File: src/rtl/score_text_mux.sv
`default_nettype none
// ============================================================================
// Module      : score_text_mux
// Description : Text-overlay character buffer with a 2-stage pixel-to-glyph
//               lookup and a binary-to-BCD score writer.
// Revision    : 1.0
// ============================================================================
module score_text_mux #(
    parameter int CHAR_W     = 8,
    parameter int CHAR_H     = 16,
    parameter int COLS       = 16,
    parameter int ROWS       = 2,
    parameter int CODE_W     = 6,
    parameter int SCORE_W    = 14,
    parameter int DIGITS     = 4,
    parameter int SCORE_ADDR = 16,
    parameter int DIGIT_BASE = 10,
    parameter int LEAD_BLANK = 1
) (
    input  logic                             clk,
    input  logic                             resetN,
    input  logic [10:0]                      offsetX,
    input  logic [10:0]                      offsetY,
    input  logic                             wr_valid,
    output logic                             wr_ready,
    input  logic [$clog2(COLS*ROWS)-1:0]     wr_addr,
    input  logic [CODE_W-1:0]                wr_code,
    input  logic [SCORE_W-1:0]               score,
    input  logic                             score_load,
    output logic                             busy,
    output logic [10:0]                      outOffsetX,
    output logic [10:0]                      outOffsetY,
    output logic [CODE_W-1:0]                letter,
    output logic                             letter_valid
);
    localparam int c_n  = COLS * ROWS;
    localparam int c_aw = $clog2(c_n);
    localparam int c_xb = $clog2(CHAR_W);
    localparam int c_yb = $clog2(CHAR_H);
    localparam int c_bw = 4 * DIGITS;
    localparam int c_cw = $clog2(SCORE_W + DIGITS + 1);

    function automatic int pow10(input int d);
        int p;
        p = 1;
        for (int i = 0; i < d; i++) p = p * 10;
        return p;
    endfunction

    function automatic logic [CODE_W-1:0] init_code(input int idx);
        case (idx)
            0:       return CODE_W'(4);
            1:       return CODE_W'(6);
            2:       return CODE_W'(8);
            3:       return CODE_W'(2);
            4:       return CODE_W'(3);
            default: return '0;
        endcase
    endfunction

    localparam logic [31:0] c_score_max = 32'(pow10(DIGITS) - 1);
    localparam logic [10:0] c_cols      = 11'(COLS);
    localparam logic [10:0] c_rows      = 11'(ROWS);

    typedef enum logic [1:0] {
        S_IDLE  = 2'd0,
        S_CONV  = 2'd1,
        S_WRITE = 2'd2
    } state_t;

    logic [CODE_W-1:0]  r_mem [0:c_n-1];
    state_t             r_state;
    logic [SCORE_W-1:0] r_bin;
    logic [c_bw-1:0]    r_bcd;
    logic [c_bw-1:0]    w_adj;
    logic [c_cw-1:0]    r_cnt;
    logic               r_lead;

    logic [10:0]        r_col, r_row, r_modx, r_mody;
    logic               r_in1;
    logic [c_aw-1:0]    w_cell;

    logic [3:0]         w_digit;
    logic               w_last;
    logic               w_blank;
    logic [CODE_W-1:0]  w_dcode;
    logic [31:0]        w_daddr;
    logic               w_host_wr;

    assign busy     = (r_state != S_IDLE);
    assign wr_ready = !busy;

    // Stage 1: split the pixel position into cell coordinates and glyph offsets
    always_ff @(posedge clk) begin
        if (!resetN) begin
            r_col  <= '0;
            r_row  <= '0;
            r_modx <= '0;
            r_mody <= '0;
            r_in1  <= 1'b0;
        end else begin
            r_col  <= offsetX >> c_xb;
            r_row  <= offsetY >> c_yb;
            r_modx <= offsetX & 11'(CHAR_W - 1);
            r_mody <= offsetY & 11'(CHAR_H - 1);
            r_in1  <= ((offsetX >> c_xb) < c_cols) && ((offsetY >> c_yb) < c_rows);
        end
    end

    assign w_cell = c_aw'(r_row * c_cols + r_col);

    // Stage 2: buffer read happens on the same edge as any write, so a
    // colliding write is seen by the following read only.
    always_ff @(posedge clk) begin
        if (!resetN) begin
            letter       <= '0;
            letter_valid <= 1'b0;
            outOffsetX   <= '0;
            outOffsetY   <= '0;
        end else begin
            letter       <= r_in1 ? r_mem[w_cell] : '0;
            letter_valid <= r_in1;
            outOffsetX   <= r_modx;
            outOffsetY   <= r_mody;
        end
    end

    for (genvar g = 0; g < DIGITS; g++) begin : g_dabble
        assign w_adj[4*g +: 4] = (r_bcd[4*g +: 4] >= 4'd5) ? r_bcd[4*g +: 4] + 4'd3
                                                            : r_bcd[4*g +: 4];
    end

    assign w_digit   = r_bcd[c_bw-1 -: 4];
    assign w_last    = (r_cnt == c_cw'(DIGITS - 1));
    assign w_blank   = (LEAD_BLANK != 0) && r_lead && (w_digit == 4'd0) && !w_last;
    assign w_dcode   = w_blank ? '0 : CODE_W'(DIGIT_BASE) + CODE_W'(w_digit);
    assign w_daddr   = 32'(SCORE_ADDR) + 32'(r_cnt);
    assign w_host_wr = wr_valid && (r_state == S_IDLE) && (32'(wr_addr) < 32'(c_n));

    always_ff @(posedge clk) begin
        if (!resetN) begin
            r_state <= S_IDLE;
            r_bin   <= '0;
            r_bcd   <= '0;
            r_cnt   <= '0;
            r_lead  <= 1'b0;
            for (int i = 0; i < c_n; i++) r_mem[i] <= init_code(i);
        end else begin
            if (w_host_wr) r_mem[wr_addr] <= wr_code;
            case (r_state)
                S_IDLE: begin
                    if (score_load) begin
                        r_bin   <= (32'(score) > c_score_max) ? SCORE_W'(c_score_max) : score;
                        r_bcd   <= '0;
                        r_cnt   <= '0;
                        r_state <= S_CONV;
                    end
                end
                S_CONV: begin
                    r_bcd <= (w_adj << 1) | {{(c_bw-1){1'b0}}, r_bin[SCORE_W-1]};
                    r_bin <= r_bin << 1;
                    if (r_cnt == c_cw'(SCORE_W - 1)) begin
                        r_cnt   <= '0;
                        r_lead  <= 1'b1;
                        r_state <= S_WRITE;
                    end else begin
                        r_cnt <= r_cnt + c_cw'(1);
                    end
                end
                S_WRITE: begin
                    if (w_daddr < 32'(c_n)) r_mem[w_daddr[c_aw-1:0]] <= w_dcode;
                    if (!w_blank) r_lead <= 1'b0;
                    r_bcd <= r_bcd << 4;
                    if (w_last) begin
                        r_cnt   <= '0;
                        r_state <= S_IDLE;
                    end else begin
                        r_cnt <= r_cnt + c_cw'(1);
                    end
                end
                default: r_state <= S_IDLE;
            endcase
        end
    end
endmodule
`default_nettype wire

File: config.mk
export PLATFORM = sky130hd
export DESIGN_NAME = score_text_mux
export DESIGN_NICKNAME = d
export VERILOG_FILES = /design/src/rtl/score_text_mux.sv
export SDC_FILE = /design/constraint.sdc
export NUM_CORES = 1
export LEC_CHECK = 0
export BUFFER_PORTS_ARGS = -buffer_cell sky130_fd_sc_hd__buf_2
export CAP_MARGIN = 20
export CORE_ASPECT_RATIO = 0.7
export CORE_UTILIZATION = 55
export DETAILED_ROUTE_END_ITERATION = 6
export PLACE_DENSITY = 0.76
export SKIP_CTS_REPAIR_TIMING = 1
export SYNTH_ARGS = -nofsm -noshare
export SYNTH_HDL_FRONTEND = slang
export SYNTH_SLANG_ARGS = --single-unit
File: constraint.sdc
create_clock -name clk -period 2.3 [get_ports clk]
set_clock_uncertainty 0.2 [all_clocks]
set_input_delay 0.46 -clock clk [delete_from_list [all_inputs] [get_ports clk]]
set_output_delay 0.46 -clock clk [all_outputs]
set_load 0.03 [all_outputs]
==> impl_metrics.yaml, run 1 <==
grt:
  globalRouteTotalUtil_pct: 27.0
  largest_net_degree_at_the_start_of_global_routing: 33
  number_of_global_route_vias_before_repair: 8467
  grt_antenna_before_repair: 0
  grt_overflow: 0
  grt_first_pass_wirelength_um: 45900
setup_path:
  critical_path_class: "reg2out"
  cp.depth: 6
  critPathBufInv: 5
  crit_path_top_delay_cell: "sky130_fd_sc_hd__dfxtp_2"
  most_repeated_library_cell_on_the_critical_path: "sky130_fd_sc_hd__buf_4"
  timing.reg2reg.worst_path_depth: 11
  critical_path.max_stage_delay_ps: 330
  worst-endpoint-required_ps: 1640
  startpoint_type: "register"
  crit_path_end_kind: "primary output"
  r2r_slack_ps: 60
  critical_path_peak_fanout: 5
  worstPathArrival_ps: 1600
  timing.critical_path.from: "r_state[0]"
  r2r_start: "r_state[0]"
  crit_path_cell_trace: "inv_2 > buf_4 > ha_2 > buf_4 > inv_1 > buf_4"
  critical-path-top-delay-family: "buffers and inverters"
die:
  floorplan.initialDensity_pct: 56.9
  total_die_area_mm2: 0.0223
  floorplan.io_pins: 82
  floorplan.rows: 44
  vert_die_dim_um: 125
  die_w_um: 178
  standard_cell_core_area_mm2: 0.0210
timing:
  fin_crit_sh_pct: 98.2
  hold_viol_final: 0
  slew-limit-headroom_pct: 58.9
  finalHoldWorstSlack_ps: 13.1
  post-route-worst-setup-slack_ps: 40.3
  max_slew.worst_pin.slew_ps: 600
  finalSetupViolCount: 0
  fmax_mhz: 443
  number_of_pins_with_negative_max_slew_slack_in_the_final_report: 0
  rsz0062_at_grt: "yes"
  setup_total_negative_slack_ps: 0
  layout_min_cycle_time_ps: 2260
routing:
  post_drt_wl_per_cell_um: 20.4
  post_drt_via_cell_ratio: 5.87
  drt_iter0_drc: 920
  route.antenna.remaining_nets: 0
  postRouteWirelength_um: 29900
  post-route-drc-count: 0
  vias: 8589
  first_pass_iters: 5
power:
  p_leak_nw: 5.59
  ir_drop_v: 0.000503
  p_comb_share_pct: 18.4
  power_frac_seq_pct: 45.9
  p_sw_share_pct: 27.7
  total_power_mw: 11.7
  power_per_unit_of_standard_cell_area_mw_per_mm2: 799
  total_switching_power_mw: 3.24
  power_report.internal_total_mw: 8.47
  power_frac_clock_pct: 35.7
finish:
  finish.utilization_pct: 69.9
  nNetsFinal: 1239
  final_layout_size_suffix_gt1_share_pct: 28.4
  post-route-cell-area_mm2: 0.0147
  area_delta_synth_final_pct: 22.9
  nFillCells: 1427
  layoutNonFillerInstCount: 1464
  register_cell_area_after_layout_mm2: 0.00710
  multi_input_area_mm2: 0.00465
  antennaDiodeCount: 0
placement:
  final_estimated_routing_congestion_in_global_placement: 0.896
  hpwlAfterDp_um: 19900
  dp_worst_setup_slack_ps: -34.1
  detailed_place.area_mm2: 0.0134
  placed_cells: 1400
  placement.io_buffers: 66
min_path:
  timing.hold.worst_path_depth: 3
  min_from: "score[9]"
  worst_hold_path_type: "in2reg"
logic_synthesis:
  synth_cell_type_count: 63
  yosys_register_bits: 258
  mappedNetlistArea_mm2: 0.0119
  netlist_top_cells_area: "sky130_fd_sc_hd__edfxtp_1, sky130_fd_sc_hd__dfxtp_1, sky130_fd_sc_hd__nor2_1, sky130_fd_sc_hd__mux4_2, sky130_fd_sc_hd__nand2_1"
  synth_commonest_cells: "sky130_fd_sc_hd__nor2_1, sky130_fd_sc_hd__edfxtp_1, sky130_fd_sc_hd__nand2_1"
  yosysSeqAreaShare_pct: 59.4
  ys.warnings.count: 0
  syn_area_per_cell_um2: 12.0
  synth-edff-count: 192
  synth_async_sr_flop_share_pct: 0
  proportion_of_netlist_area_held_by_the_largest_area_contributor_pct: 48.3
  cell_taking_the_most_area_after_synthesis: "sky130_fd_sc_hd__edfxtp_1"
  synth_most_common_cell: "sky130_fd_sc_hd__nor2_1"
  synth_cells: 994
  dominantRegCellSynth: "sky130_fd_sc_hd__edfxtp_1"
clock_tree:
  clk_transition_reported_paths_ps: 70
  clock_tree_from_tritoncts: "built"
  cts-root-buf: "sky130_fd_sc_hd__clkbuf_16"
  tritoncts_num_sinks: 258
  h-tree-depth: 1
  cts_max_path_buffers: 3
  clk_latency_ps: 550
  cts_made_buffers: 25
run_status:
  outcome: "finished clean"
job:
  max_cap_violations: 0
[flip-flops by register name, summed over array words and instances, names as in the netlist, 4 cells and up]
signal,cells
outOffsetY,4
r_bin,14
r_mody,4
r_col,5
r_bcd,16
letter,6
r_cnt,5
r_mem,192
[cell usage in the layout, fill, tap and decap left out, types with 7 or more instances in the layout]
cell and instances:
sky130_fd_sc_hd__nor2_1 199, sky130_fd_sc_hd__edfxtp_1 192, sky130_fd_sc_hd__buf_4 110, sky130_fd_sc_hd__nand2_1 75, sky130_fd_sc_hd__buf_2 64, sky130_fd_sc_hd__dfxtp_1 62
sky130_fd_sc_hd__mux2i_1 33, sky130_fd_sc_hd__mux4_2 31, sky130_fd_sc_hd__nor2b_1 29, sky130_fd_sc_hd__clkbuf_16 29, sky130_fd_sc_hd__and2_1 26, sky130_fd_sc_hd__o21ai_0 20
sky130_fd_sc_hd__a22oi_1 20, sky130_fd_sc_hd__a21oi_1 19, sky130_fd_sc_hd__nand2b_1 15, sky130_fd_sc_hd__ha_1 15, sky130_fd_sc_hd__conb_1 15, sky130_fd_sc_hd__dlygate4sd3_1 15
sky130_fd_sc_hd__inv_1 14, sky130_fd_sc_hd__nand2_2 14, sky130_fd_sc_hd__nand2_4 13, sky130_fd_sc_hd__buf_12 12, sky130_fd_sc_hd__nand3_1 11, sky130_fd_sc_hd__buf_6 11
sky130_fd_sc_hd__a221oi_1 7
[final cells by class]
class,instances,area share [%]
Timing Repair Buffer,212,11.3
Sequential cell,258,48.4
Tap cell,276,2.36
Clock buffer,35,5.31
Inverter,16,0.410
Multi-Input combinational cell,658,31.7
Clock inverter,9,0.435
[per-layer routing]
metal | share of wire (%) | track usage, % | vias to the layer above
met1 | 43 | 40.4 | 4201
met4 | 2.1 | 6.59 | 0
li1 | - | - | 3916
met3 | 9.2 | 5.63 | 65
met5 | 0 | 0 | -
met2 | 45 | 40.2 | 407
[logic make-up (layout without fill, tap and decap cells)]
logic type	Yosys count	in the layout	synth area share (%)
muxes	77	77	10.4
other	1	15	0.0314
and+or+nand+nor	414	414	15.7
adders and majority gates	17	17	1.78
DFF	258	258	59.4
AOI/OAI and AO/OA	124	124	7.55
buffers and inverters	92	272	4.32
xor gates and xnor gates	11	11	0.808
[worst paths after layout]
path	endpoint
min reg2reg	outOffsetY[1]
max reg2reg	r_mem[3][3]
min	r_bin[9]
max	busy
[worst min-delay path: stages]
cell and delay, ps:
sky130_fd_sc_hd__buf_2 90, sky130_fd_sc_hd__o2111ai_1 110, sky130_fd_sc_hd__o21ai_0 70
[power groups by stage]
| stage | combinational (mW) | clock [mW] | sequential (mW) |
|---|---|---|---|
| 4_1_cts | 2.00 | 4.23 | 5.36 |
| 3_3_place_gp | 1.95 | 0 | 5.45 |
| 5_1_grt | 2.31 | 4.40 | 5.39 |
| 2_1_floorplan | 1.27 | 0 | 5.42 |
| 3_5_place_dp | 1.99 | 0 | 5.46 |
| 6_report | 2.16 | 4.18 | 5.37 |
(Power assumes the default switching activity.)
==> run 2: changes to the inputs <==
- ABC_AREA: unset -> 1
- ABC_CLOCK_PERIOD_IN_PS: unset -> 2300
==> run 2 against run 1 <==
Net effect: power up 6.5%; the flow now finishes with violations (design-rule violations); largest power group unchanged; setup slack improved by 20 ps; synthesized cell count rose by 42%; final area decreased by 0.35%.
==> impl_metrics.yaml, run 2 <==
run_status:
  outcome: "finished with violations"
  failed_checks: "design-rule violations"
grt:
  largest_net_degree_at_the_start_of_global_routing: 79
  number_of_global_route_vias_before_repair: 9431
  grt_overflow: 0
  grt_antenna_before_repair: 0
  grt_first_pass_wirelength_um: 47800
  globalRouteTotalUtil_pct: 26.7
routing:
  first_pass_iters: 7
  post-route-drc-count: 4
  drt_iter0_drc: 1209
  post_drt_wl_per_cell_um: 16.7
  postRouteWirelength_um: 30800
  route.antenna.remaining_nets: 0
  post_drt_via_cell_ratio: 5.55
  vias: 10200
power:
  p_leak_nw: 6.11
  ir_drop_v: 0.000689
  power_per_unit_of_standard_cell_area_mw_per_mm2: 854
logic_synthesis:
  cell_taking_the_most_area_after_synthesis: "sky130_fd_sc_hd__edfxtp_1"
  synth_commonest_cells: "sky130_fd_sc_hd__nand2_1, sky130_fd_sc_hd__nor2_1, sky130_fd_sc_hd__edfxtp_1"
  synth_most_common_cell: "sky130_fd_sc_hd__nand2_1"
  synth_cells: 1416
  proportion_of_netlist_area_held_by_the_largest_area_contributor_pct: 47.4
  yosys_register_bits: 258
  dominantRegCellSynth: "sky130_fd_sc_hd__edfxtp_1"
  mappedNetlistArea_mm2: 0.0122
  syn_area_per_cell_um2: 8.58
  yosysSeqAreaShare_pct: 58.3
  synth-edff-count: 192
  ys.warnings.count: 0
  synth_cell_type_count: 35
  netlist_top_cells_area: "sky130_fd_sc_hd__edfxtp_1, sky130_fd_sc_hd__nand2_1, sky130_fd_sc_hd__dfxtp_1, sky130_fd_sc_hd__nor2_1, sky130_fd_sc_hd__nand3_1"
  synth_async_sr_flop_share_pct: 0
timing:
  max_slew.worst_pin.slew_ps: 1010
  fin_crit_sh_pct: 97.4
  fmax_mhz: 446
  slew-limit-headroom_pct: 32.7
  post-route-worst-setup-slack_ps: 60.1
  hold_viol_final: 0
  finalSetupViolCount: 0
  rsz0062_at_grt: "no"
  number_of_pins_with_negative_max_slew_slack_in_the_final_report: 0
  layout_min_cycle_time_ps: 2240
setup_path:
  crit_path_cell_trace: "inv_2 > buf_4 > ha_2 > buf_4 > inv_1 > buf_6"
  critical-path-top-delay-family: "buffers and inverters"
  critical_path_peak_fanout: 5
  worstPathArrival_ps: 1580
  critPathBufInv: 5
  crit_path_end_kind: "primary output"
  worst-endpoint-required_ps: 1640
  crit_path_top_delay_cell: "sky130_fd_sc_hd__dfxtp_2"
  most_repeated_library_cell_on_the_critical_path: "sky130_fd_sc_hd__buf_4"
  startpoint_type: "register"
  critical_path.max_stage_delay_ps: 330
  critical_path_class: "reg2out"
die:
  floorplan.io_pins: 82
  standard_cell_core_area_mm2: 0.0217
  total_die_area_mm2: 0.0227
  vert_die_dim_um: 126
  floorplan.initialDensity_pct: 56.1
  floorplan.rows: 45
  die_w_um: 180
clock_tree:
  clk_transition_reported_paths_ps: 70
  h-tree-depth: 1
  clk_latency_ps: 540
  cts_made_buffers: 26
  clock_tree_from_tritoncts: "built"
  cts_max_path_buffers: 3
  tritoncts_num_sinks: 258
  cts-root-buf: "sky130_fd_sc_hd__clkbuf_16"
placement:
  hpwlAfterDp_um: 19500
  placed_cells: 1770
  placement.io_buffers: 66
  dp_worst_setup_slack_ps: -22.5
  final_estimated_routing_congestion_in_global_placement: 0.846
finish:
  mostFrequentLayoutCells: "sky130_fd_sc_hd__nand2_1, sky130_fd_sc_hd__nor2_1, sky130_fd_sc_hd__edfxtp_1, sky130_fd_sc_hd__nand3_1, sky130_fd_sc_hd__buf_4"
  final_layout_size_suffix_gt1_share_pct: 16.9
  layoutNonFillerInstCount: 1840
  most_frequent_standard_cell_in_the_layout_excluding_fill_and_tap_cells: "sky130_fd_sc_hd__nand2_1"
  biggestRegsByFlops: "r_mem x192, r_bcd x16, r_bin x14"
  antennaDiodeCount: 0
  max_flop_register: "r_mem"
  finish.utilization_pct: 67.4
  nNetsFinal: 1607
  area_delta_synth_final_pct: 20.2
  largest_register_ff_count: 192
job:
  max_cap_violations: 0
min_path:
  worst_hold_path_type: "in2reg"
-- run 2: cell count changes after synthesis, moves of 17 or more --
cell	previous run	this run
sky130_fd_sc_hd__a21oi_1	20	46
sky130_fd_sc_hd__a22oi_1	24	5
sky130_fd_sc_hd__and2_1	29	0
sky130_fd_sc_hd__clkbuf_1	23	54
sky130_fd_sc_hd__inv_1	15	65
sky130_fd_sc_hd__mux2i_1	37	0
sky130_fd_sc_hd__mux4_2	31	0
sky130_fd_sc_hd__nand2_1	102	438
sky130_fd_sc_hd__nand3_1	11	161
sky130_fd_sc_hd__nor2_1	200	245
sky130_fd_sc_hd__nor2b_1	31	0
sky130_fd_sc_hd__o21ai_0	20	37
-- run 2: cell families after synthesis --
logic type | count (synthesis) | synth area share (%)
and+or+nand+nor | 869 | 29.3
buffers and inverters | 163 | 5.69
xor gates and xnor gates | 7 | 0.504
other | 1 | 0.0309
DFF | 258 | 58.3
AOI/OAI and AO/OA | 101 | 4.44
adders and majority gates | 17 | 1.75
-- run 2: worst paths after layout --
path	from	end	slack [ps]	cells after the start
worst max-delay path	r_state[0]	busy	60	6
worst min-delay path	score[13]	r_bin[13]	10	3
worst max register to register	r_state[0]	r_mem[29][4]	120	9
worst min register to register	r_mody[2]	outOffsetY[2]	220	2
-- run 2: power by group --
group | switching [mW] | leakage [nW] | internal, mW | total [mW]
Sequential | 0.137 | 2.50 | 5.33 | 5.46
Clock | 1.78 | 0.416 | 2.37 | 4.15
Combinational | 1.89 | 3.20 | 0.982 | 2.87
Total | 3.80 | 6.11 | 8.67 | 12.5
-- run 2: area by class of cell --
class / count / area (um2)
inverters: 72 / 270
fillers: 1670 / 7070
clock buffers: 36 / 773
clock inverters: 11 / 68.8
well taps: 282 / 353
repair buffers: 171 / 1380
multi-input cells: 1010 / 4670
flip-flops and latches: 258 / 7090
-- run 2: metrics by stage --
step                      TNS, ps  power (mW)  hold WS (ps)  cell area, um2
after CTS                    -883        12.3          -127           14200
after global placement          0        8.15           193           13400
after detailed placement     -378        8.21           204           13400
after floorplan              -841        7.13           190           12200
after global routing            0        13.0          3.93           14600
final                           0        12.5          10.0           14600
-- run 2: layer usage --
| layer | vias to the layer above | share of wire (%) | track usage, % |
|---|---|---|---|
| li1 | 4873 | - | - |
| met1 | 4725 | 41 | 38.1 |
| met2 | 544 | 45 | 41.7 |
| met3 | 70 | 11 | 5.60 |
| met4 | 0 | 2.4 | 7.20 |
| met5 | - | 0 | 0 |
-- run 2: tightest hold or removal path, delay by kind of cell --
| kind | cells | cell delay, ps |
|---|---|---|
| compound gates | 1 | 70 |
| buf+inv | 1 | 110 |
| simple gates | 1 | 60 |
==> run 3: changes to the inputs <==
- BUFFER_PORTS_ARGS: -buffer_cell sky130_fd_sc_hd__buf_2 -> unset
- DONT_BUFFER_PORTS: unset -> 1
- PLACE_DENSITY: 0.76 -> 0.73
==> run 3 against run 2 <==
Net effect: the flow finishes with violations (design-rule violations, negative hold slack); critical endpoint unchanged; register-to-register slack worse by 40 ps; maximum frequency about the same; highest routed layer unchanged; cell count fell by 2.9%; routed wire length up 0.60%; critical path type unchanged.
==> impl_metrics.yaml, run 3 (synthesized netlist as in run 2, its figures left out) <==
run_status:
  outcome: "finished with violations"
  failed_checks: "design-rule violations, negative hold slack"
timing:
  layout_min_cycle_time_ps: 2240
  fmax_mhz: 447
  max_slew.worst_pin.slew_ps: 566
  hold_viol_final: 11
  number_of_pins_with_negative_max_slew_slack_in_the_final_report: 0
  slew-limit-headroom_pct: 62.2
  rsz0062_at_grt: "yes"
  finalHoldWorstSlack_ps: -105
  fin_crit_sh_pct: 97.4
  finalSetupViolCount: 0
clock_tree:
  cts-root-buf: "sky130_fd_sc_hd__clkbuf_16"
  clk_transition_reported_paths_ps: 60
  h-tree-depth: 1
  tritoncts_num_sinks: 258
  cts_max_path_buffers: 3
  cts_made_buffers: 25
  clk_latency_ps: 530
  clock_tree_from_tritoncts: "built"
setup_path:
  critPathBufInv: 4
  critical_path_class: "reg2out"
  critical_path.reg2reg.endpoint: "r_mem[14][5]"
  r2r_slack_ps: 80
  startpoint_type: "register"
  timing.reg2reg.worst_path_depth: 8
  crit_path_top_delay_cell: "sky130_fd_sc_hd__dfxtp_1"
  worstPathArrival_ps: 1580
  critical_path.max_stage_delay_ps: 340
  r2r_start: "r_state[0]"
  crit_path_cell_trace: "inv_1 > buf_4 > ha_1 > buf_6 > clkinvlp_4"
  critical-path-top-delay-family: "buffers and inverters"
  worst-endpoint-required_ps: 1640
  crit_path_end_kind: "primary output"
  critical_path_peak_fanout: 5
power:
  power_frac_clock_pct: 32.8
  p_leak_nw: 5.78
  power_frac_seq_pct: 45.1
  power_report.internal_total_mw: 8.46
  p_sw_share_pct: 30.2
  ir_drop_v: 0.000827
  p_comb_share_pct: 22.1
  power_per_unit_of_standard_cell_area_mw_per_mm2: 852
  total_switching_power_mw: 3.66
  total_power_mw: 12.1
min_path:
  worst_hold_path_type: "in2reg"
  min_from: "resetN"
  hold_end: "r_lead"
  timing.hold.worst_path_depth: 2
die:
  die_w_um: 180
  floorplan.initialDensity_pct: 56.1
  floorplan.io_pins: 82
  total_die_area_mm2: 0.0227
  floorplan.rows: 45
  standard_cell_core_area_mm2: 0.0217
  vert_die_dim_um: 126
grt:
  grt_antenna_before_repair: 0
  number_of_global_route_vias_before_repair: 9070
  grt_overflow: 0
  largest_net_degree_at_the_start_of_global_routing: 67
  globalRouteTotalUtil_pct: 27.5
  grt_first_pass_wirelength_um: 48500
placement:
  hpwlAfterDp_um: 20200
  placement.io_buffers: 0
  placed_cells: 1705
  final_estimated_routing_congestion_in_global_placement: 0.882
finish:
  max_flop_register: "r_mem"
  nNetsFinal: 1555
  layoutNonFillerInstCount: 1787
  biggestRegsByFlops: "r_mem x192, r_bcd x16, r_bin x14"
  antennaDiodeCount: 0
  final_layout_size_suffix_gt1_share_pct: 12.3
  largest_register_ff_count: 192
  area_delta_synth_final_pct: 17.1
  most_frequent_standard_cell_in_the_layout_excluding_fill_and_tap_cells: "sky130_fd_sc_hd__nand2_1"
  mostFrequentLayoutCells: "sky130_fd_sc_hd__nand2_1, sky130_fd_sc_hd__nor2_1, sky130_fd_sc_hd__edfxtp_1, sky130_fd_sc_hd__nand3_1, sky130_fd_sc_hd__buf_4"
routing:
  post-route-drc-count: 2
  drt_iter0_drc: 1019
  postRouteWirelength_um: 31000
  vias: 9881
  route.antenna.remaining_nets: 0
  first_pass_iters: 7
  post_drt_wl_per_cell_um: 17.3
  post_drt_via_cell_ratio: 5.53
job:
  max_cap_violations: 0
## run 3: area by class of cell
class	count	area (um2)
Clock buffer	32	662
Fill cell	1774	7450
Tap cell	282	353
Inverter	72	274
Timing Repair Buffer	120	1120
Multi-Input combinational cell	1010	4620
Sequential cell	258	7090
Clock inverter	13	116
## run 3: worst max-delay path by stage
stage / from / slack, ps / cells after the start / end
2_1_floorplan: r_state[0] / -20 / 10 / r_mem[28][0]
3_3_place_gp: r_state[0] / 40 / 8 / r_mem[21][4]
3_5_place_dp: r_state[0] / -20 / 8 / r_mem[20][4]
4_1_cts: r_state[0] / -30 / 8 / r_mem[22][4]
5_1_grt: r_state[0] / -30 / 8 / r_mem[15][4]
6_report: r_state[0] / 60 / 5 / busy
## run 3: routing by layer
layer	wire (um)	GRT usage [%]
met2	13600	41.5
met3	3240	6.63
met1	13500	40.6
met5	0	0
met4	692	5.73
## run 3: per-stage QoR
step | worst slack (ps) | cell area [um2] | TNS (ps) | util (%)
6_report | 60.6 | 14200 | 0 | 65.6
5_1_grt | -34.6 | 14200 | -563 | 65.6
4_1_cts | -34.8 | 13800 | -656 | 63.5
3_5_place_dp | -20.8 | 13000 | -315 | 59.9
3_3_place_gp | 39.0 | 13000 | 0 | 59.9
2_1_floorplan | -17.3 | 12200 | -841 | -
## run 3: power groups by stage
stage | Clock, mW | Sequential, mW | Combinational [mW]
after floorplan | 0 | 5.52 | 1.61
after global placement | 0 | 5.55 | 2.47
after detailed placement | 0 | 5.56 | 2.51
after CTS | 4.01 | 5.46 | 2.52
after global routing | 4.19 | 5.50 | 2.94
final | 3.98 | 5.47 | 2.68
## run 3: worst register-to-register path: stages, from the launching register on
cell and delay (ps):
sky130_fd_sc_hd__dfxtp_1 320, sky130_fd_sc_hd__inv_1 70, sky130_fd_sc_hd__ha_2 230, sky130_fd_sc_hd__nand3_2 170
sky130_fd_sc_hd__o21ai_4 230, sky130_fd_sc_hd__inv_2 120, sky130_fd_sc_hd__nor3_2 250, sky130_fd_sc_hd__nand2_1 170
sky130_fd_sc_hd__nand2_2 170
